===== src/rtl/amba_axi4_stream_seda_pkg.sv =====
// ============================================================================
// Module      : amba_axi4_stream_seda_pkg
// Description : Shared AXI4-Stream field types, the packed beat payload
//               carried through the register slice, and the slice state enum.
// Revision    : 1.0 - initial release
// ============================================================================
`default_nettype none

package amba_axi4_stream_seda_pkg;

  localparam int c_data_w = 32;
  localparam int c_id_w   = 4;
  localparam int c_dest_w = 4;
  localparam int c_user_w = 8;

  typedef logic [c_data_w-1:0]   axi_data_t;
  typedef logic [c_data_w/8-1:0] axi_strb_t;
  typedef logic [c_data_w/8-1:0] axi_keep_t;
  typedef logic                  axi_last_t;
  typedef logic [c_id_w-1:0]     axi_id_t;
  typedef logic [c_dest_w-1:0]   axi_dest_t;
  typedef logic [c_user_w-1:0]   axi_user_t;

  // Every sideband field travels with TDATA as one unit.
  typedef struct packed {
    axi_data_t tdata;
    axi_strb_t tstrb;
    axi_keep_t tkeep;
    axi_last_t tlast;
    axi_id_t   tid;
    axi_dest_t tdest;
    axi_user_t tuser;
  } axis_payload_t;

  // EMPTY: nothing held, BUSY: main valid, FULL: main and skid valid.
  typedef enum logic [1:0] {
    EMPTY = 2'd0,
    BUSY  = 2'd1,
    FULL  = 2'd2
  } slice_state_t;

endpackage

`default_nettype wire


===== src/rtl/amba_axi4_stream_slice_stats.sv =====
// ============================================================================
// Module      : amba_axi4_stream_slice_stats
// Description : Saturating beat and packet counters for the output side of
//               the AXI4-Stream register slice. Cleared only by reset.
// Revision    : 1.0 - initial release
// ============================================================================
`default_nettype none

module amba_axi4_stream_slice_stats #(
  parameter int STATS_W = 32
) (
  input  logic               clk,
  input  logic               rst_n,
  input  logic               i_beat,
  input  logic               i_last,
  output logic [STATS_W-1:0] o_beat_cnt,
  output logic [STATS_W-1:0] o_pkt_cnt
);

  logic [STATS_W-1:0] r_beat_cnt;
  logic [STATS_W-1:0] r_pkt_cnt;

  // Count accepted beats and TLAST beats, sticking at all-ones.
  always_ff @(posedge clk or negedge rst_n) begin
    if (!rst_n) begin
      r_beat_cnt <= '0;
      r_pkt_cnt  <= '0;
    end else begin
      if (i_beat && (r_beat_cnt != '1)) begin
        r_beat_cnt <= r_beat_cnt + STATS_W'(1);
      end
      if (i_beat && i_last && (r_pkt_cnt != '1)) begin
        r_pkt_cnt <= r_pkt_cnt + STATS_W'(1);
      end
    end
  end

  assign o_beat_cnt = r_beat_cnt;
  assign o_pkt_cnt  = r_pkt_cnt;

endmodule

`default_nettype wire


===== src/rtl/amba_axi4_stream_reg_slice.sv =====
// ============================================================================
// Module      : amba_axi4_stream_reg_slice
// Description : Full AXI4-Stream register slice built as a two-entry skid
//               buffer. TVALID, payload and TREADY are all driven from flops,
//               sustaining one beat per cycle with no bubbles.
//               Optional feature macro: AXIS_REG_SLICE_STATS_EN adds the
//               beat_cnt / pkt_cnt saturating counters.
// Revision    : 1.0 - initial release
// ============================================================================
`default_nettype none

module amba_axi4_stream_reg_slice
  import amba_axi4_stream_seda_pkg::*;
#(
  parameter int STATS_W           = 32,
  parameter bit ZERO_IDLE_PAYLOAD = 1'b0
) (
  input  logic               ACLK,
  input  logic               ARESETn,
  input  axi_data_t          S_TDATA,
  input  axi_strb_t          S_TSTRB,
  input  axi_keep_t          S_TKEEP,
  input  axi_last_t          S_TLAST,
  input  axi_id_t            S_TID,
  input  axi_dest_t          S_TDEST,
  input  axi_user_t          S_TUSER,
  input  logic               S_TVALID,
  output logic               S_TREADY,
  output axi_data_t          M_TDATA,
  output axi_strb_t          M_TSTRB,
  output axi_keep_t          M_TKEEP,
  output axi_last_t          M_TLAST,
  output axi_id_t            M_TID,
  output axi_dest_t          M_TDEST,
  output axi_user_t          M_TUSER,
  output logic               M_TVALID,
  input  logic               M_TREADY
`ifdef AXIS_REG_SLICE_STATS_EN
  ,
  output logic [STATS_W-1:0] beat_cnt,
  output logic [STATS_W-1:0] pkt_cnt
`endif
);

  slice_state_t  r_state;
  slice_state_t  w_state_nxt;
  axis_payload_t r_main;
  axis_payload_t r_skid;
  axis_payload_t w_s_payload;
  axis_payload_t w_m_payload;
  logic          r_m_valid;
  logic          r_s_ready;
  logic          w_s_hs;
  logic          w_m_hs;
  logic          w_load_main;
  logic          w_load_skid;
  logic          w_main_from_skid;

  assign w_s_payload = '{tdata: S_TDATA, tstrb: S_TSTRB, tkeep: S_TKEEP,
                         tlast: S_TLAST, tid: S_TID, tdest: S_TDEST,
                         tuser: S_TUSER};

  // S_TVALID is gated by our own ready, so nothing is captured while stalled.
  assign w_s_hs = S_TVALID & r_s_ready;
  assign w_m_hs = r_m_valid & M_TREADY;

  // Next-state and register-load decode for the skid buffer.
  always_comb begin
    w_state_nxt      = r_state;
    w_load_main      = 1'b0;
    w_load_skid      = 1'b0;
    w_main_from_skid = 1'b0;
    case (r_state)
      EMPTY: begin
        if (w_s_hs) begin
          w_load_main = 1'b1;
          w_state_nxt = BUSY;
        end
      end
      BUSY: begin
        if (w_s_hs && !w_m_hs) begin
          w_load_skid = 1'b1;
          w_state_nxt = FULL;
        end else if (!w_s_hs && w_m_hs) begin
          w_state_nxt = EMPTY;
        end else if (w_s_hs && w_m_hs) begin
          w_load_main = 1'b1;
        end
      end
      FULL: begin
        if (w_m_hs) begin
          w_main_from_skid = 1'b1;
          w_state_nxt      = BUSY;
        end
      end
      default: begin
        w_state_nxt = EMPTY;
      end
    endcase
  end

  // State plus registered handshake outputs; ready stays low through reset.
  always_ff @(posedge ACLK or negedge ARESETn) begin
    if (!ARESETn) begin
      r_state   <= EMPTY;
      r_m_valid <= 1'b0;
      r_s_ready <= 1'b0;
    end else begin
      r_state   <= w_state_nxt;
      r_m_valid <= (w_state_nxt != EMPTY);
      r_s_ready <= (w_state_nxt != FULL);
    end
  end

  // Main/skid payload storage; main refills from skid to keep FIFO order.
  always_ff @(posedge ACLK or negedge ARESETn) begin
    if (!ARESETn) begin
      r_main <= '0;
      r_skid <= '0;
    end else begin
      if (w_load_main) begin
        r_main <= w_s_payload;
      end else if (w_main_from_skid) begin
        r_main <= r_skid;
      end
      if (w_load_skid) begin
        r_skid <= w_s_payload;
      end
    end
  end

  generate
    if (ZERO_IDLE_PAYLOAD) begin : g_zero_idle
      assign w_m_payload = r_m_valid ? r_main : '0;
    end else begin : g_hold_idle
      assign w_m_payload = r_main;
    end
  endgenerate

  assign S_TREADY = r_s_ready;
  assign M_TVALID = r_m_valid;
  assign M_TDATA  = w_m_payload.tdata;
  assign M_TSTRB  = w_m_payload.tstrb;
  assign M_TKEEP  = w_m_payload.tkeep;
  assign M_TLAST  = w_m_payload.tlast;
  assign M_TID    = w_m_payload.tid;
  assign M_TDEST  = w_m_payload.tdest;
  assign M_TUSER  = w_m_payload.tuser;

`ifdef AXIS_REG_SLICE_STATS_EN
  amba_axi4_stream_slice_stats #(
    .STATS_W (STATS_W)
  ) u_stats (
    .clk        (ACLK),
    .rst_n      (ARESETn),
    .i_beat     (w_m_hs),
    .i_last     (w_m_payload.tlast),
    .o_beat_cnt (beat_cnt),
    .o_pkt_cnt  (pkt_cnt)
  );
`else
  localparam int c_stats_w_unused = STATS_W;
`endif

endmodule

`default_nettype wire


===== config.mk =====
export PLATFORM = sky130hd
export DESIGN_NAME = amba_axi4_stream_reg_slice
export DESIGN_NICKNAME = d
export VERILOG_FILES = /design/src/rtl/amba_axi4_stream_seda_pkg.sv /design/src/rtl/amba_axi4_stream_slice_stats.sv /design/src/rtl/amba_axi4_stream_reg_slice.sv
export SDC_FILE = /design/constraint.sdc
export NUM_CORES = 1
export LEC_CHECK = 0
export ABC_CLOCK_PERIOD_IN_PS = 3300
export CORE_MARGIN = 1.5
export CORE_UTILIZATION = 40
export CTS_BUF_LIST = sky130_fd_sc_hd__clkbuf_8
export CTS_CLUSTER_DIAMETER = 200
export CTS_CLUSTER_SIZE = 20
export DETAILED_ROUTE_END_ITERATION = 10
export GPL_ROUTABILITY_DRIVEN = 0
export HOLD_SLACK_MARGIN = 0.08
export PLACE_DENSITY_LB_ADDON = 0.25
export SYNTH_ARGS = -nofsm -noshare
export SYNTH_HDL_FRONTEND = slang
export SYNTH_SLANG_ARGS = --single-unit

===== constraint.sdc =====
create_clock -name ACLK -period 3.3 [get_ports ACLK]
set_input_delay 0.33 -clock ACLK [delete_from_list [all_inputs] [get_ports ACLK]]
set_output_delay 0.33 -clock ACLK [all_outputs]
set_load 0.005 [all_outputs]

* After elaboration in Yosys (flattened, before gate mapping) *
Cells that the tools add are included.

word-level totals
  flip-flop bits (word level) = 118
  bits of input ports = 61
  output and inout port bits = 59
  word-level logic and storage cells = 46

cells by class
  equal/unequal tests = 3
  mux-type cells = 16
  bitwise gates (word level) = 2
  reductions and logical operators = 8

operator list
  kind                                                                    count
  57-bit 2-to-1 mux                                                       2
  1-bit 2-to-1 mux                                                        8
  2-bit 2-to-1 mux                                                        4
  2-bit one-hot mux with 3 select lines                                   1
  2-bit nonzero test                                                      2
  1-bit logical AND                                                       3
  1-bit AND                                                               2
  2-bit by 1-bit equality test with 1-bit output (second input constant)  1
  2-bit equality test (second input constant)                             1
  1-bit logical NOT                                                       2
  2-bit logical NOT                                                       1
  2-bit inequality test (second input constant)                           1
  1-bit one-hot mux with 2 select lines                                   1

* Depth between registers and ports, before layout *
Gate-level depths: netlist of the first run.

  depth after elaboration = 7
  gate-level depth with buffers = 5
  mapped depth without buffers = 3

* Worst setup path before layout of the first run *
No wires, ideal clock.

  path type = register -> register
  from = reg r_state[1]
  to = reg r_skid[48] in the netlist's numbering
  arrival time = 1366 ps
  required time = 3173 ps
  setup slack = 1806 ps
  cell stages (with the launch flop) = 6
  path buffers = 2
  clock period less this slack = 1494 ps
  cells stage by stage = dfrtp_1 and3b_1 nand3_2 buf_6 buf_6 mux2_1

between the ends
  cells in the longest elaborated chain, start to end = 2

ends and longest elaborated chain
  what                                            line                               RTL
  start, declared                                 amba_axi4_stream_reg_slice.sv:45   slice_state_t r_state;
  start signal, assigned                          amba_axi4_stream_reg_slice.sv:109  r_state <= w_state_nxt;
  2-bit by 1-bit equality test with 1-bit output  amba_axi4_stream_reg_slice.sv:73   case (r_state)
  1-bit 2-to-1 mux                                amba_axi4_stream_reg_slice.sv:73
  end signal, assigned                            amba_axi4_stream_reg_slice.sv:127  r_skid <= w_s_payload;
  end, declared                                   amba_axi4_stream_reg_slice.sv:48   axis_payload_t r_skid;

Every way passes these cells.
A chain may end at the register's enable or synchronous reset.

* Worst setup path after layout of the first run *
  from = reg r_state[0]
  to = reg r_main, in the netlist M_TSTRB[0]

between the ends
  cells in the longest elaborated chain, start to end = 3

ends and longest elaborated chain
  what                                                                          line                               RTL
  2-bit by 1-bit equality test with 1-bit output, or another cell as far along  amba_axi4_stream_reg_slice.sv:73
  1-bit one-hot mux with 2 select lines or 1-bit 2-to-1 mux (tied branches)     amba_axi4_stream_reg_slice.sv:73
  57-bit 2-to-1 mux or 2-bit nonzero test (tied branches)                       -
  end signal, assigned                                                          amba_axi4_stream_reg_slice.sv:122  r_main <= w_s_payload;
  end signal, assigned                                                          amba_axi4_stream_reg_slice.sv:124  r_main <= r_skid;
  end, declared                                                                 amba_axi4_stream_reg_slice.sv:47   axis_payload_t r_main;

Several ways; a longest one is shown, not always the timed one.

==> results of run 1 <==
worst max-delay path: cells and delay by family (launching register included):
family | cells | cell delay [ns]
AO/OA/AOI/OAI | 2 | 0.44
buffers and inverters | 1 | 0.34
flip-flops | 1 | 0.45
AND/OR/NAND/NOR | 1 | 0.98
power by group through the flow:
stage,combinational (mW),clock (mW),sequential (mW)
4_1_cts,2.26,1.41,2.54
5_1_grt,2.42,1.48,2.62
3_5_place_dp,2.25,0,2.55
3_3_place_gp,2.20,0,2.52
6_report,2.22,1.38,2.53
2_1_floorplan,1.30,0,2.49
flip-flops by register name (all words and copies together) (netlist names), 2 cells and up:
signal and count:
M_TDEST 4, r_state 2, M_TDATA 32, M_TID 4, M_TSTRB 4, M_TUSER 8
M_TKEEP 4, r_skid 57
worst min path at each step:
stage	endpoint	cells after the start
floorplan	M_TDATA[0]	0
global placement	r_skid[22]	1
detailed placement	M_TSTRB[1]	1
CTS	r_skid[52]	1
global route	r_skid[54]	1
finish	r_skid[54]	1
metal layers:
| layer | track usage (%) | wire, um |
|---|---|---|
| met1 | 23.6 | 4890 |
| met2 | 25.2 | 4570 |
| met3 | 5.68 | 640 |
| met4 | 5.82 | 101 |
| met5 | 0 | 0 |
area by class of cell:
class,count,share of cell area (%)
clock buffer,21,4.44
clock inverter,9,1.92
multi-input combinational,190,26.4
sequential,118,45.3
tap,143,2.75
timing repair buffer,125,19.2
cells in the mapped netlist, drive strengths merged:
cell type    n
clkbuf       6
nand2        4
and4b        1
a21oi        1
nand3        1
or2          1
mux2        58
and4bb       1
a221o       57
and2        60
nor2b        1
and3b        1
a21bo        1
buf         18
o21ai        2
a211oi       1
dfrtp      118
per-stage QoR:
stage                     util, %  setup slack [ns]
final                        56.3             0.961
after global routing         56.3             0.828
after CTS                    56.3             0.930
after detailed placement     52.6             0.586
after global placement       52.6             0.649
after floorplan                 -              1.81
logic make-up (layout without fill, tap and decap cells):
kind of cell	Yosys count	count (layout)
mux	58	58
simple gates	70	70
buf+inv	24	155
compound gates	62	62
flops	118	118
==> results.json, run 1 <==
{
  "cts_max_path_buffers": 2,
  "critPathKind": "flip-flop to flip-flop",
  "place_inst": 575,
  "synth_fa_ha_area_share_pct": 0,
  "yosysWarnings": 0,
  "first_global_vias": 3258,
  "worstSetupStartpointType": "flip-flop",
  "critPathArrivalTime_ns": 2.64,
  "grt_usage_pct": 17.0,
  "crit_slowest_cell": "and4b_2",
  "power.share.sequential_pct": 41.3,
  "synth_top_family_by_area": "multiplexers",
  "reg2reg_to": "M_TSTRB[0]",
  "startpoint": "r_state[0]",
  "power_frac_clock_pct": 22.5,
  "ctsResizeCount": 0,
  "clk_pin_slew_ns": 0.07,
  "routedWlPerCell_um": 16.8,
  "grt_antenna_before_repair": 0,
  "hold_slack_ns": 0.485,
  "cts.sinks": 118,
  "syn_inst": 332,
  "diodes": 0,
  "syn_area_sq_um": 4820,
  "crit_fanout": 58,
  "p_int_mw": 4.40,
  "power.leakage_nw": 2.80,
  "reg2regPathDepth": 4,
  "postCtsHoldBufs": 1,
  "firstDrtPassIters": 4,
  "crit_path_max_incr_delay_ns": 0.98,
  "power_mw": 6.13,
  "fin_crit_sh_pct": 70.9,
  "register_area_sq_um": 2950,
  "p_comb_share_pct": 36.2,
  "fillerInstances": 971,
  "via_per_inst": 5.31,
  "skew_ns": 0.0108,
  "synth.distinct_cells": 21,
  "period_needed_ns": 2.34,
  "powerDensity_nw_per_um2": 942,
  "fp.dieW_um": 113,
  "fin_area_sq_um": 6510,
  "clk-insertion-delay-late_ns": 0.42,
  "dpl_cell_area_sq_um": 6090,
  "synth.avg_cell_area_sq_um": 14.5,
  "core_area_sq_um": 11600,
  "io_buffers": 119,
  "path_cells": "and4b_2 > a211oi_4 > buf_4 > a221o_1",
  "max-vdd-ir-drop_v": 0.000816,
  "nets": 513,
  "yosys.area_share.simple_pct": 9.27,
  "synth_area_leaders": "dfrtp_1 (61%), a221o_1 (12%), mux2_2 (12%)",
  "synth_nets": 393,
  "postRouteWirelength_um": 10200,
  "htreeDepth": 4,
  "postRouteAntennaNets": 0,
  "maxCapViolations": 0,
  "finalSetupViolations": 0,
  "die_area_sq_um": 12700,
  "drive_gt1_share_pct": 19.9,
  "grt_max_degree": 62,
  "p_switching_mw": 1.74,
  "p_sw_share_pct": 28.3,
  "reg2reg_slack_ns": 0.96,
  "tightest_slew_ns": 0.976,
  "synth_compound_area_share_pct": 12.6,
  "dpl.hpwl_um": 6290,
  "rsz0062_at_grt": "false",
  "vias": 3218,
  "drv_slew": 0,
  "status": "finished clean",
  "cts_setup_buffers": 0,
  "die_h_um": 113,
  "cts-root-buf": "clkbuf_8",
  "fin_tns_setup_ns": 0,
  "drtIter0Drc": 118,
  "cp.required_ns": 3.60,
  "final_cells": 606,
  "ys_seq_area_share_pct": 61.3,
  "rows": 39,
  "cts_tree": "yes",
  "r2r-start": "r_state[0]",
  "io_pins": 120,
  "max_freq_mhz": 427,
  "worstSetupEndpoint": "M_TSTRB[0]",
  "synth-xor-area-share_pct": 0,
  "yosys.area.top_type": "dfrtp_1",
  "hold_path_startpoint": "r_skid[54]",
  "synth_top_area_share_pct": 61.3,
  "start_util_pct": 41.7,
  "synth_seq_cells": 118,
  "endpoint_kind": "flip-flop",
  "multi_input_area_sq_um": 1720,
  "synthMuxAreaShare_pct": 13.6,
  "grt_overflow": 0,
  "final_cell_mix": "dfrtp_1 (118), clkdlybuf4s50_1 (118), and2_1 (59)",
  "maxSlewHeadroom_pct": 35.0,
  "drc": 0,
  "numCtsBuffers": 17,
  "hold_violations": 0,
  "grt_pass1_wl_um": 16900,
  "min_path_type": "flip-flop to flip-flop",
  "area_growth_pct": 35.1
}
(Power assumes the default switching activity.)
==> inputs of run 2 (changes only) <==
ABC_CLOCK_PERIOD_IN_PS = 2200   (was 3300)
clock period = 2.2 ns   (was 3.3 ns; I/O delays follow)
==> results.json, run 2 (same netlist as run 1, synthesis figures left out) <==
{
  "status": "finished clean",
  "dpl.hpwl_um": 6670,
  "via_per_inst": 5.36,
  "drv_slew": 0,
  "reg2regPathDepth": 3,
  "cp.required_ns": 2.57,
  "multi_input_area_sq_um": 1720,
  "reg2reg_to": "M_TDATA[18]",
  "postRouteAntennaNets": 0,
  "reg2reg_slack_ns": 0.40,
  "power.leakage_nw": 2.84,
  "rsz0062_at_grt": "false",
  "cts_setup_buffers": 0,
  "cts_max_path_buffers": 2,
  "hold_violations": 0,
  "largest_reg_flops": 57,
  "startpoint": "r_state[1]",
  "clk_pin_slew_ns": 0.07,
  "maxSlewHeadroom_pct": 53.5,
  "final_cell_mix": "dfrtp_1 (118), clkdlybuf4s50_1 (118), and2_1 (59)",
  "worstSetupEndpoint": "M_TDATA[18]",
  "nets": 517,
  "critPathKind": "flip-flop to flip-flop",
  "io_buffers": 119,
  "fillerInstances": 981,
  "diodes": 0,
  "r2r-start": "r_state[1]",
  "met3_length_um": 693,
  "cts_tree": "yes",
  "skew_ns": 0.0114,
  "period_needed_ns": 1.80,
  "min_path_type": "primary input to async pin",
  "tightest_slew_ns": 0.697,
  "grt_overflow": 0,
  "powerDensity_nw_per_um2": 1420,
  "grt_pass1_wl_um": 18000,
  "firstDrtPassIters": 4,
  "drive_gt1_share_pct": 20.5,
  "postRouteWirelength_um": 10900,
  "power.share.sequential_pct": 41.0,
  "p_comb_share_pct": 36.5,
  "die_h_um": 113,
  "endpoint_kind": "flip-flop",
  "met2_length_um": 5020,
  "io_pins": 120,
  "grt_max_degree": 58,
  "crit_fanout": 57,
  "worstSetupStartpointType": "flip-flop",
  "max-vdd-ir-drop_v": 0.000926,
  "htreeDepth": 4,
  "maxCapViolations": 0,
  "met1Wirelength_um": 4970,
  "first_global_vias": 3540,
  "numCtsBuffers": 17,
  "cts-root-buf": "clkbuf_8",
  "routedWlPerCell_um": 17.8,
  "vias": 3278,
  "register_area_sq_um": 2950,
  "grt_antenna_before_repair": 0,
  "drtIter0Drc": 131,
  "largest_register": "r_skid",
  "max_freq_mhz": 556,
  "clk-insertion-delay-late_ns": 0.44,
  "fin_tns_setup_ns": 0,
  "rows": 39,
  "drc": 0,
  "ctsResizeCount": 0,
  "die_area_sq_um": 12700,
  "p_switching_mw": 2.66,
  "core_area_sq_um": 11600,
  "postCtsHoldBufs": 1,
  "top_layer_used": "met4",
  "area_growth_pct": 35.8,
  "grt_usage_pct": 18.4,
  "critPathArrivalTime_ns": 2.17,
  "fp.dieW_um": 113,
  "cts.sinks": 118,
  "fin_crit_sh_pct": 81.8,
  "p_sw_share_pct": 28.7,
  "p_int_mw": 6.62,
  "start_util_pct": 41.7,
  "power_frac_clock_pct": 22.4,
  "finalSetupViolations": 0,
  "hold_slack_ns": 0.337
}
[run 2: per-stage QoR]
step	util, %	area [sq um]	setup slack [ns]	power [mW]	instances
floorplan	-	4820	0.706	5.69	332
global placement	52.9	6120	0.184	7.12	579
detailed placement	52.9	6120	0.129	7.26	579
CTS	56.6	6550	0.394	9.38	612
global route	56.6	6550	0.280	9.83	612
finish	56.6	6550	0.401	9.27	612
[run 2: per-layer routing]
layer  global-route usage (%)  vias to the layer above
li1                         -                     1486
met5                        0                        -
met3                     6.05                       23
met2                     28.6                      103
met4                     7.09                        0
met1                     24.1                     1666
[run 2: final cells by class]
class                      instances  share of cell area (%)
sequential                       118                    45.1
multi-input combinational        190                    26.2
timing repair buffer             129                    19.5
clock buffer                      21                    4.42
tap                              143                    2.73
clock inverter                    11                    1.99
[run 2: power groups by stage]
stage                     combinational, mW  sequential (mW)  clock [mW]
after detailed placement               3.44             3.82           0
after global routing                   3.67             3.94        2.22
final                                  3.39             3.81        2.08
after floorplan                        1.95             3.74           0
after CTS                              3.45             3.81        2.13
after global placement                 3.33             3.79           0
[run 2: worst min path at each step]
stage | startpoint | to | cells past startpoint
2_1_floorplan | ARESETn | M_TDATA[0] | 0
3_3_place_gp | ARESETn | M_TDATA[0] | 1
3_5_place_dp | ARESETn | M_TDATA[7] | 1
4_1_cts | ARESETn | M_TDATA[7] | 2
5_1_grt | ARESETn | M_TDATA[7] | 2
6_report | ARESETn | M_TDATA[7] | 2
[run 2: worst max-delay path: stages (launching register included)]
cell,delay (ns)
dfrtp_1,0.42
and3b_1,0.36
and2_4,0.63
a221o_1,0.27
==> inputs of run 3 (changes only) <==
ABC_CLOCK_PERIOD_IN_PS = 1530   (was 2200)
clock period = 1.53 ns   (was 2.2 ns; I/O delays follow)
==> results.json, run 3 (same netlist as run 1, synthesis figures left out) <==
{
  "status": "finished, violations left",
  "postRouteAntennaNets": 0,
  "die_h_um": 113,
  "maxSlewHeadroom_pct": 73.6,
  "numCtsBuffers": 17,
  "endpoint_kind": "flip-flop",
  "postRouteWirelength_um": 10500,
  "drv_slew": 0,
  "violations": "setup timing",
  "place_inst": 587,
  "largest_register": "r_skid",
  "worstSetupStartpointType": "flip-flop",
  "cts_setup_buffers": 0,
  "crit_fanout": 40,
  "cts_max_path_buffers": 2,
  "fp.dieW_um": 113,
  "firstDrtPassIters": 4,
  "die_area_sq_um": 12700,
  "fin_util_pct": 58.6,
  "max-vdd-ir-drop_v": 0.000837,
  "cp.required_ns": 1.83,
  "grt_overflow": 0,
  "reg2reg_slack_ns": -0.01,
  "clk_pin_slew_ns": 0.07,
  "multi_input_area_sq_um": 1720,
  "htreeDepth": 4,
  "power_frac_clock_pct": 24.7,
  "path_cells": "and3b_2 > nand3_2 > buf_12 > mux2_2",
  "fin_crit_sh_pct": 101,
  "drc": 0,
  "register_area_sq_um": 2950,
  "nets": 525,
  "routedWlPerCell_um": 17.0,
  "grt_antenna_before_repair": 0,
  "largest_reg_flops": 57,
  "vias": 3276,
  "io_pins": 120,
  "critPathArrivalTime_ns": 1.84,
  "rows": 39,
  "dpl.hpwl_um": 6820,
  "max_freq_mhz": 649,
  "crit_path_max_incr_delay_ns": 0.40,
  "power.leakage_nw": 2.95,
  "powerDensity_nw_per_um2": 2090,
  "tightest_slew_ns": 0.396,
  "period_needed_ns": 1.54,
  "hold_violations": 0,
  "rsz0062_at_grt": "true",
  "fin_ws_ns": -0.0113,
  "grt_pass1_wl_um": 17400,
  "grt_max_degree": 41,
  "area_growth_pct": 40.7,
  "crit_slowest_cell": "dfrtp_1",
  "p_comb_share_pct": 36.9,
  "power_mw": 14.2,
  "p_sw_share_pct": 27.2,
  "final_common_cell": "dfrtp_1",
  "final_cell_mix": "dfrtp_1 (118), clkdlybuf4s50_1 (115), and2_1 (59)",
  "core_area_sq_um": 11600,
  "p_switching_mw": 3.86,
  "maxCapViolations": 0,
  "via_per_inst": 5.28,
  "fillerInstances": 934,
  "power.share.sequential_pct": 38.4,
  "drive_gt1_share_pct": 22.2,
  "p_int_mw": 10.3,
  "diodes": 0,
  "start_util_pct": 41.7,
  "io_buffers": 119,
  "final_cells": 620,
  "skew_ns": 0.00894,
  "critPathKind": "flip-flop to flip-flop",
  "drtIter0Drc": 146,
  "cts.sinks": 118,
  "finalSetupViolations": 17,
  "hold_slack_ns": 0.175,
  "min_path_type": "primary input to async pin",
  "clk-insertion-delay-late_ns": 0.42,
  "cts-root-buf": "clkbuf_8",
  "grt_usage_pct": 17.5,
  "first_global_vias": 3410,
  "cts_tree": "yes"
}
## run 3: layout make-up
| type | instances | area share, % |
|---|---|---|
| multi-input combinational | 190 | 25.3 |
| sequential | 118 | 43.6 |
| clock buffer | 25 | 5.07 |
| tap | 143 | 2.64 |
| clock inverter | 7 | 2.38 |
| timing repair buffer | 137 | 21.0 |
## run 3: per-layer routing
metal	part of all wire (%)	vias to the layer above	GRT usage, %
met2	45	88	27.2
met5	0	-	0
li1	-	1504	-
met1	48	1676	24.0
met3	5.6	8	5.30
met4	0.85	0	5.06
## run 3: stage by stage
step	setup slack (ns)	TNS, ns	cell area [sq um]
2_1_floorplan	0.0364	0	4820
3_3_place_gp	-0.242	-23.45	6250
3_5_place_dp	-0.282	-26.46	6250
4_1_cts	-0.0233	-0.479	6780
5_1_grt	-0.101	-7.94	6780
6_report	-0.0113	-0.0660	6780
## run 3: power groups by stage
stage | clock network (mW) | logic (mW) | registers (mW)
5_1_grt | 3.73 | 5.70 | 5.63
2_1_floorplan | 0 | 2.81 | 5.37
3_5_place_dp | 0 | 5.32 | 5.48
6_report | 3.51 | 5.24 | 5.44
4_1_cts | 3.58 | 5.34 | 5.44
3_3_place_gp | 0 | 5.15 | 5.43
## run 3: repair_timing
| action | 4_1_cts | 5_1_grt |
|---|---|---|
| cloned | 0 | 0 |
| resized for setup | 6 | 1 |
| pin swaps | 1 | 0 |
| hold buffers | 1 | 0 |
| hold endpoints to repair | 95 | 0 |
| setup endpoints to repair | 116 | 115 |
## run 3: final timing paths
kind                              from    endpoint  cells past startpoint
max                         r_state[1]  r_skid[39]                      4
max reg2reg                 r_state[1]  r_skid[39]                      4
min in group ACLK          S_TDATA[27]  r_skid[52]                      2
min reg2reg                 r_skid[53]  r_skid[53]                      1
min                            ARESETn  r_skid[25]                      2
max in group asynchronous      ARESETn  M_TUSER[1]                      3
## run 3: critical path, delay by kind of cell (launching register included)
family                 cells  cell delay, ns
buffers and inverters      1            0.25
muxes                      1            0.37
DFF                        1            0.40
and+or+nand+nor            2            0.39
